`src/rtl/sm4_key_arbiter.sv`:
```
// Two-requester front end for a single SM4 core: round-robin grants, key (re)load
// only when the owner changes or its key is updated, and bounded bursts per grant.
module sm4_key_arbiter #(
    parameter int P_MAX_BURST = 16,
    parameter int P_CNT_W     = 8
) (
    input  logic         i_clk,
    input  logic         i_rst,
    input  logic [127:0] i_key0,
    input  logic [127:0] i_key1,
    input  logic         i_key_upd0,
    input  logic         i_key_upd1,
    input  logic [127:0] i_s0_data,
    input  logic [127:0] i_s1_data,
    input  logic         i_s0_valid,
    input  logic         i_s1_valid,
    output logic         o_s0_ready,
    output logic         o_s1_ready,
    output logic [127:0] o_core_key,
    output logic         o_core_key_valid,
    output logic [127:0] o_core_data,
    output logic         o_core_valid,
    input  logic         i_core_ready,
    input  logic [127:0] i_core_data,
    input  logic         i_core_valid,
    output logic [127:0] o_m_data,
    output logic         o_m_valid,
    output logic         o_m_id,
    output logic         o_busy,
    output logic         o_err
);
    typedef enum logic [2:0] {IDLE, LOAD, WAIT_KEY, STREAM, DRAIN} state_e;

    localparam logic [7:0] MAXB = 8'(P_MAX_BURST);

    state_e               state_q, state_d;
    logic                 owner_q, owner_d;
    logic                 key_owner_q, key_owner_d;
    logic                 key_loaded_q, key_loaded_d;
    logic                 last_q, last_d;
    logic                 wait_first_q, wait_first_d;
    logic [7:0]           burst_q, burst_d;
    logic [P_CNT_W-1:0]   out_q, out_d;
    logic                 err_q, err_d;
    logic [127:0]         core_key_q, core_key_d;

    logic         own_valid, oth_valid, own_upd, gnt, gnt_upd, burst_ok, accept, core_valid;
    logic [127:0] key_sel;

    assign own_valid  = owner_q ? i_s1_valid : i_s0_valid;
    assign oth_valid  = owner_q ? i_s0_valid : i_s1_valid;
    assign own_upd    = owner_q ? i_key_upd1 : i_key_upd0;
    assign key_sel    = owner_q ? i_key1 : i_key0;
    assign gnt        = (i_s0_valid & i_s1_valid) ? ~last_q : i_s1_valid;
    assign gnt_upd    = gnt ? i_key_upd1 : i_key_upd0;
    assign burst_ok   = burst_q < MAXB;
    // Core valid is gated with the burst limit so the core never takes a beat the
    // requester was not handed ready for.
    assign core_valid = (state_q == STREAM) & own_valid & burst_ok;
    assign accept     = core_valid & i_core_ready;

    always_comb begin
        state_d      = state_q;
        owner_d      = owner_q;
        key_owner_d  = key_owner_q;
        key_loaded_d = key_loaded_q & ~(key_owner_q ? i_key_upd1 : i_key_upd0);
        last_d       = last_q;
        wait_first_d = 1'b0;
        burst_d      = burst_q;
        core_key_d   = core_key_q;
        case (state_q)
            IDLE: begin
                if (i_s0_valid | i_s1_valid) begin
                    owner_d = gnt;
                    if (key_loaded_q && (key_owner_q == gnt) && !gnt_upd) begin
                        state_d = STREAM;
                        last_d  = gnt;
                    end else begin
                        state_d = LOAD;
                    end
                end
            end
            LOAD: begin
                core_key_d   = key_sel;
                key_owner_d  = owner_q;
                key_loaded_d = ~own_upd;
                wait_first_d = 1'b1;
                state_d      = WAIT_KEY;
            end
            WAIT_KEY: begin
                // Ready in the first cycle still reflects the pre-load core state.
                if (!wait_first_q && i_core_ready) begin
                    state_d = STREAM;
                    last_d  = owner_q;
                end
            end
            STREAM: begin
                burst_d = burst_q + 8'(accept);
                if (own_upd || (!own_valid && oth_valid) || (!burst_ok && oth_valid))
                    state_d = DRAIN;
                else if (!own_valid)
                    state_d = IDLE;
                else if (!burst_ok)
                    burst_d = '0;
            end
            DRAIN: begin
                if ((out_q == '0) && !i_core_valid)
                    state_d = IDLE;
            end
            default: state_d = IDLE;
        endcase
        if (state_d != STREAM)
            burst_d = '0;
    end

    always_comb begin
        out_d = out_q;
        err_d = err_q;
        if (accept && !i_core_valid) begin
            if (&out_q) err_d = 1'b1;
            else        out_d = out_q + P_CNT_W'(1);
        end else if (!accept && i_core_valid) begin
            if (out_q == '0) err_d = 1'b1;
            else             out_d = out_q - P_CNT_W'(1);
        end
    end

    always_ff @(posedge i_clk or posedge i_rst) begin
        if (i_rst) begin
            state_q      <= IDLE;
            owner_q      <= 1'b0;
            key_owner_q  <= 1'b0;
            key_loaded_q <= 1'b0;
            last_q       <= 1'b1;
            wait_first_q <= 1'b0;
            burst_q      <= '0;
            out_q        <= '0;
            err_q        <= 1'b0;
            core_key_q   <= '0;
        end else begin
            state_q      <= state_d;
            owner_q      <= owner_d;
            key_owner_q  <= key_owner_d;
            key_loaded_q <= key_loaded_d;
            last_q       <= last_d;
            wait_first_q <= wait_first_d;
            burst_q      <= burst_d;
            out_q        <= out_d;
            err_q        <= err_d;
            core_key_q   <= core_key_d;
        end
    end

    assign o_core_key       = (state_q == LOAD) ? key_sel : core_key_q;
    assign o_core_key_valid = (state_q == LOAD);
    assign o_core_data      = owner_q ? i_s1_data : i_s0_data;
    assign o_core_valid     = core_valid;
    assign o_s0_ready       = (state_q == STREAM) & ~owner_q & i_core_ready & burst_ok;
    assign o_s1_ready       = (state_q == STREAM) &  owner_q & i_core_ready & burst_ok;
    assign o_m_data         = i_core_data;
    assign o_m_valid        = i_core_valid;
    assign o_m_id           = key_owner_q;
    assign o_busy           = (state_q != IDLE);
    assign o_err            = err_q;
endmodule
```
`config.mk`:
```
export PLATFORM = sky130hd
export DESIGN_NAME = sm4_key_arbiter
export DESIGN_NICKNAME = d
export VERILOG_FILES = /design/src/rtl/sm4_key_arbiter.sv
export SDC_FILE = /design/constraint.sdc
export NUM_CORES = 1
export LEC_CHECK = 0
export ABC_AREA = 1
export BUFFER_PORTS_ARGS = -buffer_cell sky130_fd_sc_hd__buf_4
export CAP_MARGIN = 20
export CORE_AREA = 2 2 409 411
export DETAILED_ROUTE_END_ITERATION = 6
export DIE_AREA = 0 0 411 413
export PLACE_DENSITY = 0.3
export SLEW_MARGIN = 10
export SYNTH_ARGS = -nofsm -noshare
export SYNTH_HDL_FRONTEND = slang
export SYNTH_SLANG_ARGS = --single-unit
```
`constraint.sdc`:
```
create_clock -name i_clk -period 6.21 [get_ports i_clk]
set_clock_uncertainty 0.15 [all_clocks]
set_input_delay 0.621 -clock i_clk [delete_from_list [all_inputs] [get_ports i_clk]]
set_output_delay 0.621 -clock i_clk [all_outputs]
set_load 0.03 [all_outputs]
```
== After elaboration in Yosys (flattened, before gate mapping) ==
Cells that the tools add are included.

* Memories kept: 0
* Output and inout port bits: 392
* Bits in read-only memories: 0
* Logic and storage cells: 105
* Bits in writable memories: 0
* Bits in latches: 0
* Bits of input ports: 648
* Register bits: 153

* Bitwise logic cells: 16
* $add $sub $neg: 3
* $mul: 0
* Equality and inequality tests: 12
* Shifts and indexed selects: 0
* Muxes and demuxes: 35
* Order comparisons: 1
* Divide/modulo/power cells: 0
* Reduce and logical (&&, ||, !) cells: 28

{| class="wikitable"
|+ Operators with widths
! cell !! count
|-
| $mux 128 || 3
|-
| $mux 8 || 9
|-
| $mux 1 || 15
|-
| $mux 3 || 5
|-
| $pmux 3 s5 || 1
|-
| $and 1x1->1 || 11
|-
| $add 8x1->8 || 1
|-
| $add 8x1->8 const B || 1
|-
| $logic_and 1x1->1 || 8
|-
| $logic_not 8->1 || 1
|-
| $lt 8x5->1 const B || 1
|-
| $ne 2x2->1 const B || 4
|-
| $reduce_and 8->1 || 1
|-
| $reduce_bool 2->1 || 4
|-
| $sub 8x1->8 const B || 1
|-
| $eq 3x2->1 const B || 2
|-
| $logic_not 1->1 || 6
|-
| $reduce_and 3->1 || 2
|-
| $ne 2x1->1 const B || 2
|-
| $not 1->1 || 4
|-
| $reduce_and 4->1 || 1
|-
| $eq 3x1->1 const B || 1
|-
| $eq 3x3->1 const B || 1
|-
| $logic_not 3->1 || 1
|-
| other kinds (8) || 9
|}

== Longest topological paths before layout ==
* Word-level depth: 10
* Gate-level depth with buffers: 16
* Gate-level depth less buffers: 16

== Least setup slack after synthesis ==
No wires, ideal clock.

* Path kind: register to register
* From: register state_q[2]
* To: register out_q[6]
* Period minus slack after synthesis: 2.694 ns
* Slack: 3.516 ns
* Library setup time: 0.118 ns
* Stages on the path, launching flop included: 15
* Arrival time: 2.426 ns
* Cell sequence: dfrtp_1 > inv_2 > nand3_2 > nor3_1 > inv_1 > nor2_1 > ha_1 > inv_1 > ha_1 > a21oi_1 > or2_2 > nand3_1 > nand2_1 > nand3_1 > nand2_1

* Word-level cells in the longest chain between the ends: 8

{| class="wikitable"
|+ RTL lines
! item !! line !! source
|-
| start: declaration || 36 || <nowiki>state_e state_q, state_d;</nowiki>
|-
| start signal: assignment || 141 || <nowiki>state_q <= state_d;</nowiki>
|-
| $eq 3x2->1 * || 59 || <nowiki>assign core_valid = (state_q == STREAM) & own_valid & burst_ok;</nowiki>
|-
| $and 1x1->1 * (2 in a row) || 59 ||
|-
| $and 1x1->1 * || 60 || <nowiki>assign accept = core_valid & i_core_ready;</nowiki>
|-
| $logic_not 1->1 || 122 || <nowiki>end else if (!accept && i_core_valid) begin</nowiki>
|-
| $logic_and 1x1->1 || 122 ||
|-
| $reduce_bool 2->1 (no line) || - ||
|-
| $reduce_and 3->1 (no line) || - ||
|-
| end signal: assignment || 148 || <nowiki>out_q <= out_d;</nowiki>
|-
| end: declaration || 43 || <nowiki>logic [P_CNT_W-1:0] out_q, out_d;</nowiki>
|}

Mark *: on every way between the ends. The rest lies on a longest branch, timed or not.
A chain may end at the register's enable or synchronous reset.

== Worst setup path in the final report ==
* From: register owner_q
* To: output port o_core_data[58]

* Word-level cells in the longest chain between the ends: 1

{| class="wikitable"
|+ RTL lines
! item !! line !! source
|-
| start: declaration || 37 || <nowiki>logic owner_q, owner_d;</nowiki>
|-
| start signal: assignment || 142 || <nowiki>owner_q <= owner_d;</nowiki>
|-
| $mux 128 || 156 || <nowiki>assign o_core_data = owner_q ? i_s1_data : i_s0_data;</nowiki>
|-
| end: declaration || 21 || <nowiki>output logic [127:0] o_core_data,</nowiki>
|}

No other way between the ends.

==> qor_table.md <==
| Result | Value | Unit |
|---|---|---|
| Run status | finished, final reports clean | - |
| First-pass detailed-route iteration total | 5 | - |
| Final core area utilization | 10.8 | % |
| Clk_lat worst skew | 0.51 | ns |
| Clock edge transition at the registers on the reported setup and hold paths | 0.07 | ns |
| Maximum fanout along the worst path | 93 | - |
| Yosys cell types | 29 | - |
| Post-synthesis net count | 2138 | - |
| Total met3 wirelength after detailed routing | 12.7 | mm |
| Count of hold buffers inserted by post-cts repair | 0 | - |
| Final Hold Fails | 0 | - |
| Post-synth EDFFs | 0 | - |
| Die ar. | 170000 | µm² |
| Highest routed layer | met5 | - |
| Fill cells | 19600 | - |
| First-pass GRT wire length | 119 | mm |
| Pwr/cell area | 553 | nW/µm² |
| Number of antenna violations at the first check in global routing | 25 | - |
| CTS root buffer | clkbuf_16 | - |
| DRC | 0 | - |
| Starting density of the core | 6.07 | % |
| Wire length reported by the detailed router | 94.0 | mm |
| Required time at the worst-slack endpoint | 5.44 | ns |
| Yosys warns | 0 | - |
| Yosys top cell by area | dfrtp_1 | - |
| Post-synthesis share of cell area spent on full adders, half adders and majority gates | 1.44 | % |
| Highest attainable clock frequency | 249 | MHz |
| Fraction of the mapped netlist area in compound gates | 9.09 | % |
| Register area | 3830 | µm² |
| Number of slew-limit violations in the final report | 0 | - |
| Count of final setup violators | 0 | - |
| Multi-input gate area | 4650 | µm² |
| Placement Rows | 150 | - |
| Register bit count reported by yosys | 153 | - |
| Number of max-cap violations | 0 | - |
| Sequential-to-total area share from yosys stat | 38.1 | % |
| Wire length per cell | 21.9 | µm |
| Min cycle time layout | 4.01 | ns |
| Main combinational cell family by area after synthesis | simple AND/OR/NAND/NOR gates | - |
| Aggregate global-route resource usage | 10.5 | % |
| Type of destination of the critical path | output port | - |
| RSZ-0062 raised after global routing | false | - |
| Clock tree from TritonCTS | done | - |
| Number of top-level pins | 1040 | - |
| Maximum vdd drop | 0.240 | mV |
| Via density per instance | 2.85 | - |
| HPWL after detailed placement | 79.8 | mm |
| Placeable Area | 166000 | µm² |
| H-Tree Depth | 4 | - |
| Met1 Wirelength | 32.2 | mm |
| Synth async-reset ratio | 100 | % |
| Final worst path period share | 64.6 | % |
| Final Power | 9.92 | mW |
| Worst-margin pin slew | 1.02 | ns |
| Critical path arrival | 3.24 | ns |
| Path type of the worst min-delay path | in -> async | - |
| Overall via count from detail_route | 12200 | - |
| Number of DRC violations after detailed-routing iteration 0 | 663 | - |
| Final setup margin | 2.20 | ns |
| Ranking of synthesized cells by area | dfrtp_1, nand2_1, buf_4 | - |
| Number of instances in the synthesized netlist | 1479 | - |
| Area share of the largest cell type after synthesis | 37.8 | % |
| Vias in the first global route | 12000 | - |
| Slew headroom | 31.9 | % |
| Maximum number of pins on one net before global-route repair | 138 | - |
| Die boundary height | 413 | µm |
| Mean cell area of the mapped netlist | 6.81 | µm² |
| Slowest Stage Delay on Critical Path | 0.78 | ns |
| Synth-to-Final Area Change | 78.3 | % |
| Setup TNS | 0 | ns |
| Number of cells upsized or downsized after cts | 0 | - |
| Placed instance count | 4260 | - |
| Detailed-routed wire length on met2 | 45.7 | mm |
| Post-Synthesis Cell Area | 10100 | µm² |
| Share of final-layout standard cells stronger than drive strength 1 | 40.1 | % |
| Number of nets at the end of the flow | 2734 | - |
| Synth Area in Simple Gates | 35.0 | % |
| Final ANT Viol Nets | 0 | - |
| Commonest cells post-synth | nand2_1, nor2_1, dfrtp_1, buf_4, a31oi_1 | - |
| Worst setup slack after placement | 2.42 | ns |
| Maximum root-to-sink buffer count | 2 | - |
| Standard cell with the maximum stage delay on the critical path | dfrtp_4 | - |
| Classification of the worst setup path | reg -> out | - |
| Static leakage | 8.50 | nW |
| Die width | 411 | µm |
| Inserted Clock Buffers | 17 | - |
| Most frequently used flop master after synthesis | dfrtp_1 | - |
| Dpl cell area | 17400 | µm² |
| Fin Hold WS | 0.0810 | ns |
| IO buf count | 783 | - |
| Startpoint types | flop | - |
| Cell chain of the critical path | inv_8, buf_4, nand2_1, nand2_1, buf_4 | - |
| Non-Filler Instances | 4295 | - |
| Post-CTS Setup Bufs | 0 | - |
| Post-route cell area | 17900 | µm² |
| Clk sink count | 153 | - |
| Last weighted congestion value of the routability-driven placer | 0.837 | - |
| Mux share of post-synthesis cell area | 0 | % |
| Leftover overflow at the end of global routing | 0 | - |
| Top-count cell post-synth | nand2_1 | - |
| Post-synthesis xor/xnor area fraction | 0.696 | % |
routing by layer:
layer	global-route usage, %	vias up
met5	0	-
met4	3.78	22
met3	6.57	134
met2	17.7	663
met1	10.5	5644
li1	-	5771
sequential cells by signal (all words and copies together), names as in the netlist:
| name | cells |
|---|---|
| burst_q | 8 |
| core_key_q | 128 |
| key_loaded_q | 1 |
| last_q | 1 |
| o_err | 1 |
| o_m_id | 1 |
| out_q | 8 |
| owner_q | 1 |
| state_q | 3 |
| wait_first_q | 1 |
power breakdown:
group	internal, mW	switching [mW]
Sequential	1.47	0.224
Clock	0.571	0.593
Combinational	2.14	4.92
cell type report:
class | count | share of cell area [%]
diodes | 3 | 0.0418
clock buffers | 18 | 2.39
clock inverters | 14 | 0.871
inverters | 32 | 0.781
multi-input cells | 1079 | 25.9
flip-flops and latches | 153 | 21.4
well taps | 2204 | 15.4
repair buffers | 792 | 33.3
critical path, delay by kind of cell (launching register included):
family / cells / cell delay [ns]
buf+inv: 3 / 1.29
flops: 1 / 0.78
simple gates: 2 / 0.36
kinds of logic (layout without fill, tap and decap cells):
| group | count (synthesis) | count (layout) |
|---|---|---|
| AO/OA/AOI/OAI | 146 | 146 |
| other | 0 | 3 |
| AND/OR/NAND/NOR | 914 | 914 |
| flip-flops | 153 | 153 |
| buffers and inverters | 247 | 856 |
| adder cells (fa/ha/maj) | 11 | 11 |
| XOR/XNOR | 8 | 8 |
cells in the final DEF (no fill, tap or decap), types with 2 or more instances in the layout:
cell and instances:
ha_1 10, dfrtp_1 151, clkbuf_16 17, buf_4 790, clkinvlp_4 2, clkinv_4 2, nand2_2 2, nor2_1 157
buf_12 2, inv_8 5, a21o_1 2, nor3_1 3, nand2_1 713, nand3_1 25, o21ai_0 5, xor2_1 6
a31oi_1 129, inv_6 6, nand3_2 3, a21oi_1 4, nand4_1 9, a21boi_0 3, xnor2_1 2, diode_2 3
inv_1 27, o21ai_2 2
worst paths after layout:
path                                  from         endpoint  slack, ns  cells after the start
worst max-delay path               owner_q  o_core_data[58]       2.20                      5
worst min-delay path                 i_rst   core_key_q[48]       0.08                      2
worst max register to register     owner_q         out_q[7]       2.59                     15
worst min register to register       o_err            o_err       0.34                      1
max in group asynchronous            i_rst   core_key_q[21]       4.77                      3
min in group i_clk              i_key1[64]   core_key_q[64]       0.26                      3
Power figures use the tool's default switching activity.
